**src/rtl/mem_arb_pkg.sv**
```systemverilog
// Shared types and constants for the two-requester Data_Memory port arbiter.
// Holds the FSM encoding, requester indices and default bus widths.
package mem_arb_pkg;

  typedef enum logic [1:0] {
    IDLE   = 2'd0,
    GRANT0 = 2'd1,
    GRANT1 = 2'd2,
    TURN   = 2'd3
  } arb_state_t;

  localparam logic REQ_ICACHE = 1'b0;
  localparam logic REQ_DCACHE = 1'b1;

  localparam int DEF_ADDR_W = 32;
  localparam int DEF_LINE_W = 256;

endpackage

```
**src/rtl/rr_arbiter_2.sv**
```systemverilog
// Two-way round-robin pick: combinational choice against the last winner, pointer updated on strobe.
// Zero-latency pick; the pointer only moves when the caller commits a grant via update.
module rr_arbiter_2
  import mem_arb_pkg::*;
(
  input  logic       clk_i,
  input  logic       rst_i,
  input  logic [1:0] req,
  input  logic       update,
  output logic       grant_vld,
  output logic       grant_idx
);

  logic last_grant;

  // On a tie the requester that did not win last time goes next.
  always_comb begin
    grant_vld = |req;
    grant_idx = (req == 2'b11) ? ~last_grant : req[1];
  end

  always_ff @(posedge clk_i or negedge rst_i) begin
    if (!rst_i) begin
      last_grant <= REQ_DCACHE;
    end else if (update && grant_vld) begin
      last_grant <= grant_idx;
    end
  end

endmodule

```
**src/rtl/mem_port_arbiter.sv**
```systemverilog
// Shares one Data_Memory line port between icache (0) and dcache (1); grant to mem_enable_o is 1 cycle.
// Requesters hold enable until their ack; a one-cycle TURN gap follows every memory ack.
module mem_port_arbiter
  import mem_arb_pkg::*;
#(
  parameter int ADDR_W         = DEF_ADDR_W,
  parameter int LINE_W         = DEF_LINE_W,
  parameter int TIMEOUT_CYCLES = 64,
  parameter int CNT_W          = 7
) (
  input  logic              clk_i,
  input  logic              rst_i,
  input  logic              r0_enable_i,
  input  logic              r0_write_i,
  input  logic [ADDR_W-1:0] r0_addr_i,
  input  logic [LINE_W-1:0] r0_data_i,
  output logic              r0_ack_o,
  output logic [LINE_W-1:0] r0_data_o,
  input  logic              r1_enable_i,
  input  logic              r1_write_i,
  input  logic [ADDR_W-1:0] r1_addr_i,
  input  logic [LINE_W-1:0] r1_data_i,
  output logic              r1_ack_o,
  output logic [LINE_W-1:0] r1_data_o,
  output logic              mem_enable_o,
  output logic              mem_write_o,
  output logic [ADDR_W-1:0] mem_addr_o,
  output logic [LINE_W-1:0] mem_data_o,
  input  logic              mem_ack_i,
  input  logic [LINE_W-1:0] mem_data_i,
  output logic              timeout_o
);

  localparam logic [CNT_W-1:0] WD_MAX  = '1;
  localparam logic [CNT_W-1:0] WD_LAST = CNT_W'(TIMEOUT_CYCLES - 1);

  arb_state_t       state_q, state_d;
  logic             arb_update;
  logic             pick_vld;
  logic             pick_idx;
  logic             in_grant;
  logic [CNT_W-1:0] wd_cnt;

  rr_arbiter_2 u_rr (
    .clk_i     (clk_i),
    .rst_i     (rst_i),
    .req       ({r1_enable_i, r0_enable_i}),
    .update    (arb_update),
    .grant_vld (pick_vld),
    .grant_idx (pick_idx)
  );

  assign in_grant = (state_q == GRANT0) || (state_q == GRANT1);

  always_comb begin
    state_d    = state_q;
    arb_update = 1'b0;
    case (state_q)
      IDLE: begin
        if (pick_vld) begin
          arb_update = 1'b1;
          state_d    = (pick_idx == REQ_DCACHE) ? GRANT1 : GRANT0;
        end
      end
      GRANT0, GRANT1: begin
        if (mem_ack_i) state_d = TURN;
      end
      TURN:    state_d = IDLE;
      default: state_d = IDLE;
    endcase
  end

  always_ff @(posedge clk_i or negedge rst_i) begin
    if (!rst_i) begin
      state_q      <= IDLE;
      mem_enable_o <= 1'b0;
      mem_write_o  <= 1'b0;
      mem_addr_o   <= '0;
      mem_data_o   <= '0;
      wd_cnt       <= '0;
      timeout_o    <= 1'b0;
    end else begin
      state_q <= state_d;
      if (arb_update) begin
        mem_enable_o <= 1'b1;
        mem_write_o  <= (pick_idx == REQ_DCACHE) ? r1_write_i : r0_write_i;
        mem_addr_o   <= (pick_idx == REQ_DCACHE) ? r1_addr_i  : r0_addr_i;
        mem_data_o   <= (pick_idx == REQ_DCACHE) ? r1_data_i  : r0_data_i;
        wd_cnt       <= '0;
      end else if (in_grant) begin
        if (mem_ack_i) begin
          mem_enable_o <= 1'b0;
          mem_write_o  <= 1'b0;
        end
        if (wd_cnt != WD_MAX) wd_cnt <= wd_cnt + CNT_W'(1);
        // Flag lands on the cycle the count reaches the bound; the grant itself stays put.
        if (!mem_ack_i && wd_cnt == WD_LAST) timeout_o <= 1'b1;
      end
    end
  end

  assign r0_ack_o  = (state_q == GRANT0) && mem_ack_i;
  assign r1_ack_o  = (state_q == GRANT1) && mem_ack_i;
  assign r0_data_o = mem_data_i;
  assign r1_data_o = mem_data_i;

endmodule

```
**config.mk**
```make
export PLATFORM = sky130hd
export DESIGN_NAME = mem_port_arbiter
export DESIGN_NICKNAME = d
export VERILOG_FILES = /design/src/rtl/mem_arb_pkg.sv /design/src/rtl/rr_arbiter_2.sv /design/src/rtl/mem_port_arbiter.sv
export SDC_FILE = /design/constraint.sdc
export NUM_CORES = 1
export LEC_CHECK = 0
export ABC_AREA = 1
export CELL_PAD_IN_SITES_DETAIL_PLACEMENT = 1
export CELL_PAD_IN_SITES_GLOBAL_PLACEMENT = 2
export CORE_AREA = 10 10 629 631
export CTS_BUF_LIST = sky130_fd_sc_hd__clkbuf_4 sky130_fd_sc_hd__clkbuf_8 sky130_fd_sc_hd__clkbuf_16
export DETAILED_ROUTE_END_ITERATION = 8
export DIE_AREA = 0 0 639 641
export PLACE_DENSITY = 0.31
export SYNTH_ARGS = -nofsm -noshare
export SYNTH_HDL_FRONTEND = slang
export SYNTH_HIERARCHICAL = 1
export SYNTH_SLANG_ARGS = --single-unit
```
**constraint.sdc**
```tcl
create_clock -name clk_i -period 2.09 [get_ports clk_i]
set_input_delay 0.3135 -clock clk_i [delete_from_list [all_inputs] [get_ports clk_i]]
set_output_delay 0.3135 -clock clk_i [all_outputs]
set_load 0.1 [all_outputs]
```
After elaboration in Yosys (flattened, before gate mapping)
Cells that the tools add are included.
{ "op_classes": {"n_eq_ne": 8, "muxes": 17, "bitwise_logic": 2, "n_reduce_logical": 16, "add_sub_neg": 1} }
{ "op_table": {"columns": ["operator", "n"], "rows": [
  ["two-way mux 256 bit", 1],
  ["two-way mux 32 bit", 1],
  ["two-way mux 7 bit", 3],
  ["two-way mux 1 bit", 8],
  ["adder 7 x 1 -> 7 bit, second input constant", 1],
  ["== test 7 x 6 -> 1 bit, second input constant", 1],
  ["!= test 7 bit, second input constant", 1],
  ["== test 2 bit, second input constant", 3],
  ["two-way mux 2 bit", 3],
  ["case mux 2 bit (3 select lines)", 1],
  ["AND reduction 2 bit", 3],
  ["nonzero test 2 bit", 3],
  ["logical AND 1 bit", 4],
  ["OR reduction 2 bit", 2],
  ["AND reduction 3 bit", 1],
  ["== test 2 x 1 -> 1 bit, second input constant", 1],
  ["zero test 2 bit", 1],
  ["!= test 2 x 1 -> 1 bit, second input constant", 1],
  ["!= test 2 bit, second input constant", 1],
  ["inverter 1 bit", 2],
  ["zero test 1 bit", 1],
  ["logical OR 1 bit", 1]
]} }
{ "totals": {"out_inout_bits": 805, "register_bits": 301} }

Depth between registers and ports, before layout
{ "depth": {"word_depth": 5, "ltp_mapped": 8, "mapped_depth_nobuf": 8} }

Cells and area by module
The synthesis kept the hierarchy.
{ "modules_own_cells": {"columns": ["mod", "area_each_um2", "seq_area_each_um2", "cells_per_inst", "n_inst"], "rows": [
  ["mem_port_arbiter", 17474.3, 7507.2, 2177, 1],
  ["rr_arbiter_2", 60.1, 26.3, 8, 1]
]} }

Worst setup path before layout
Ideal clock, no wire load.
{ "synth_path": {"path_kind": "reg-to-output", "start": "reg state_q[0]", "end": "out r1_ack_o", "t_required_ps": 1776, "n_path_buf": 0, "arrival_ps": 1227, "stages_incl_launch_ff": 5, "slack_ps": 549, "cell_sequence": "dfrtp_1 -> inv_1 -> ha_1 -> nand2_1 -> inv_1"} }
{ "synth_between": {"elab_chain_cells": 2} }
{ "synth_lines": {"columns": ["item", "line", "text"], "rows": [
  ["start, declared", "mem_port_arbiter.sv:37", "arb_state_t state_q, state_d;"],
  ["start signal, assigned", "mem_port_arbiter.sv:83", "state_q <= state_d;"],
  ["== test 2 bit", "mem_port_arbiter.sv:103", "assign r1_ack_o = (state_q == GRANT1) && mem_ack_i;"],
  ["logical AND 1 bit", "mem_port_arbiter.sv:103", null],
  ["end, declared", "mem_port_arbiter.sv:23", "output logic r1_ack_o,"]
]} }
No other way between the ends.

Worst setup path after layout
{ "layout_path": {"start": "reg state_q[1]", "end": "out r0_ack_o"} }
{ "layout_between": {"elab_chain_cells": 2} }
{ "layout_lines": {"columns": ["item", "line", "text"], "rows": [
  ["== test 2 x 1 -> 1 bit", "mem_port_arbiter.sv:102", "assign r0_ack_o = (state_q == GRANT0) && mem_ack_i;"],
  ["logical AND 1 bit", "mem_port_arbiter.sv:102", null],
  ["end, declared", "mem_port_arbiter.sv:17", "output logic r0_ack_o,"]
]} }
No other way between the ends.

==> results.md <==
- Status: finished, final reports clean
- Top-count cell post-synth: a21oi_1
- Peak supply drop: 0.000941 V
- Slew margin rel.: 60.4%
- Hold WC Path Type: in2reg
- CP required: 1.78 ns
- Yosys cell types: 24
- Post-synth top area share: 42.8%
- Tightest Pin Transition: 0.594 ns
- Pwr per Cell Area: 1910 mW/mm^2
- Setup CP Type: reg2out
- Final Total Pwr: 59.2 mW
- Final hold violations: 0
- Asr flop ratio synth: 100%
- Die height: 641 microns
- Synth Register Bits: 301
- Fin crit period: 2.01 ns
- Via count: 17,358
- Overall routing resource usage: 10.3%
- Die ar.: 0.410 sq mm
- Clk_lat worst skew: 0.72 ns
- Number of fill cells: 45,199
- Maximum fanout along the worst path: 3
- Worst reg2reg path endpoint: mem_data_o[120]
- Startpoint of the worst hold path: r1_data_i[199]
- I/O pin count: 1,644
- Congestion Overflow GR: 0
- Final period util: 96.3%
- Fin. max-slew vios: 0
- GP Congestion: 0.736
- Unrepaired setup endpoints after global routing: true
- H-tree Lvls: 2
- Post-synth top flop: dfrtp_1
- CTS Buf Count: 51
- Crit end category: primary output
- First-pass GRT wire length: 267,000 microns
- DR DRC count: 0
- CTS tree: done
- CP Launch Type: register
- Largest net degree at the start of global routing: 45
- Initial Utilization: 4.59%
- Worst path arrival time: 1.70 ns
- Top area cells in the synthesized netlist: dfrtp_1 43%, buf_4 23%, a21oi_1 16%
- CTS sink count: 301
- Post-synth top area cell: dfrtp_1
- Clock transition at the registers of the reported paths: 0.06 ns
- Worst Hold End: mem_data_o[199]
- Area grow syn2layout: 77.1%
- Initial DRC count: 700
- Antenna Nets Post-Route: 0
- Layout Nets: 3,491
- Post-synth top cells: 576 x a21oi_1, 536 x buf_4, 324 x nand2_1, 300 x dfrtp_1, 294 x nor2_1
- Total number of yosys warnings: 6
- Drt wl/cell: 28.6 microns
- Worst Skew: 0.0549 ns
- Synth Net Count: 3,029
- Count of final setup violators: 0
- Crit Reg-Reg Startpoint: state_q[0]
- Lkg Pwr: 11.2 nW
- Detailed Routing Iterations Pass 1: 5
- Max Cap Viol: 0
- Gate Count Post-Synth: 2,185
- Post-Route WL: 222,000 microns
- Syn Area/Cell: 8.02 sq um
- Initial antenna violation count: 124
- Mapped Area: 0.0175 sq mm
- Reg-to-reg slack, setup: 0.12 ns
- Detailed Place HPWL: 196,000 microns
- Maximum clock rate: 497 MHz
- Root Driver: clkbuf_16
- Die width: 639 microns
- Post-synth EDFFs: 0
- Hold path depth: 3
- Layout cells sized above 1: 21.1%
- Vias in the first global route: 19,499
- Number of port buffers: 875
- Clock Tree Buf Depth: 3
- Sequential-to-total area share from yosys stat: 43.0%
- DR vias/cell: 2.24
- Total negative slack: 0 ns
- Row Count: 227
- Core area: 0.382 sq mm
- Reg2Reg Depth: 8
==> power by group <==
part           switching (mW)  total [mW]  internal [mW]
clock                    3.82        8.70           4.87
sequential               2.03        10.9           8.83
combinational            30.9        39.7           8.77
total                    36.8        59.2           22.5
==> routing by layer <==
layer | vias up | global-route usage (%) | part of all wire, %
met5 | - | 1.61 | 0.57
met4 | 68 | 1.95 | 2.2
met3 | 332 | 9.82 | 19
met2 | 1277 | 18.5 | 50
met1 | 8092 | 8.00 | 28
li1 | 7589 | - | -
==> through the flow <==
| step | hold WS (ns) | cells | setup WS (ns) | area, sq um | utilization, % |
|---|---|---|---|---|---|
| 2_1_floorplan | 0.0179 | 2185 | 0.549 | 17500 | - |
| 3_3_place_gp | 0.325 | 7627 | -0.560 | 29300 | 7.67 |
| 3_5_place_dp | 0.324 | 7627 | -0.497 | 29300 | 7.67 |
| 4_1_cts | 0.0186 | 7716 | -0.0822 | 30900 | 8.10 |
| 5_1_grt | 0.0814 | 7727 | -0.0502 | 31000 | 8.11 |
| 6_report | 0.153 | 7758 | 0.0779 | 31100 | 8.13 |
==> flip-flops by register name, summed over array words and instances, names as in the netlist <==
register,count
mem_addr_o,32
mem_data_o,256
mem_enable_o,1
mem_write_o,1
state_q,2
timeout_o,1
u_rr/last_grant,1
wd_cnt,7
==> worst max-delay path by stage <==
stage	to	slack, ns	startpoint	depth (start not counted)
2_1_floorplan	r1_ack_o	0.55	state_q[0]	4
6_report	r0_ack_o	0.08	state_q[1]	6
4_1_cts	r0_ack_o	-0.08	state_q[0]	5
3_5_place_dp	mem_data_o[120]	-0.50	r1_enable_i	9
5_1_grt	r1_ack_o	-0.05	state_q[0]	6
3_3_place_gp	mem_data_o[120]	-0.56	r1_enable_i	9
==> final cells by class <==
cell class	count	area, sq um	area share [%]
timing repair buffer	1049	9980	32.1
sequential	301	7530	24.3
tap	5038	6300	20.3
multi-input combinational	1226	5470	17.6
clock buffer	74	1480	4.77
antenna	42	105	0.338
clock inverter	10	98.8	0.318
inverter	18	82.6	0.266
==> cells in the final DEF, fill, tap and decap left out, drive strengths merged <==
cell and instances:
nor2 294, nand2 325, clkdlybuf4s50 581, dfstp 1, nor3 1, inv 19
buf 467, a21oi 576, dlygate4sd3 1, ha 5, diode 42, or2 1
and2 1, clkinv 7, o22ai 2, clkinvlp 2, o21a 1, nand3 7
nand4 2, xor2 3, clkbuf 74, o21ai 8, dfrtp 300
==> logic make-up after synthesis <==
logic type / share of synthesized area (%)
adder cells (fa/ha/maj): 0.357
buffers and inverters: 26.1
flip-flops: 43.0
AO/OA/AOI/OAI: 16.8
AND/OR/NAND/NOR: 13.6
XOR/XNOR: 0.150
==> critical path, cell delays in order (launching register included) <==
cell,delay (ns)
dfrtp_1,0.39
inv_2,0.07
buf_6,0.11
ha_4,0.11
nand2_2,0.04
inv_2,0.08
buf_12,0.17
==> what timing repair did <==
item	in CTS	in global routing
gates resized for setup	11	4
hold endpoints to repair	152	0
hold buffers	1	0
pin swaps	0	1
cloned	0	0
setup endpoints to repair	4	3
setup buffers	4	0
(Power assumes the default switching activity.)
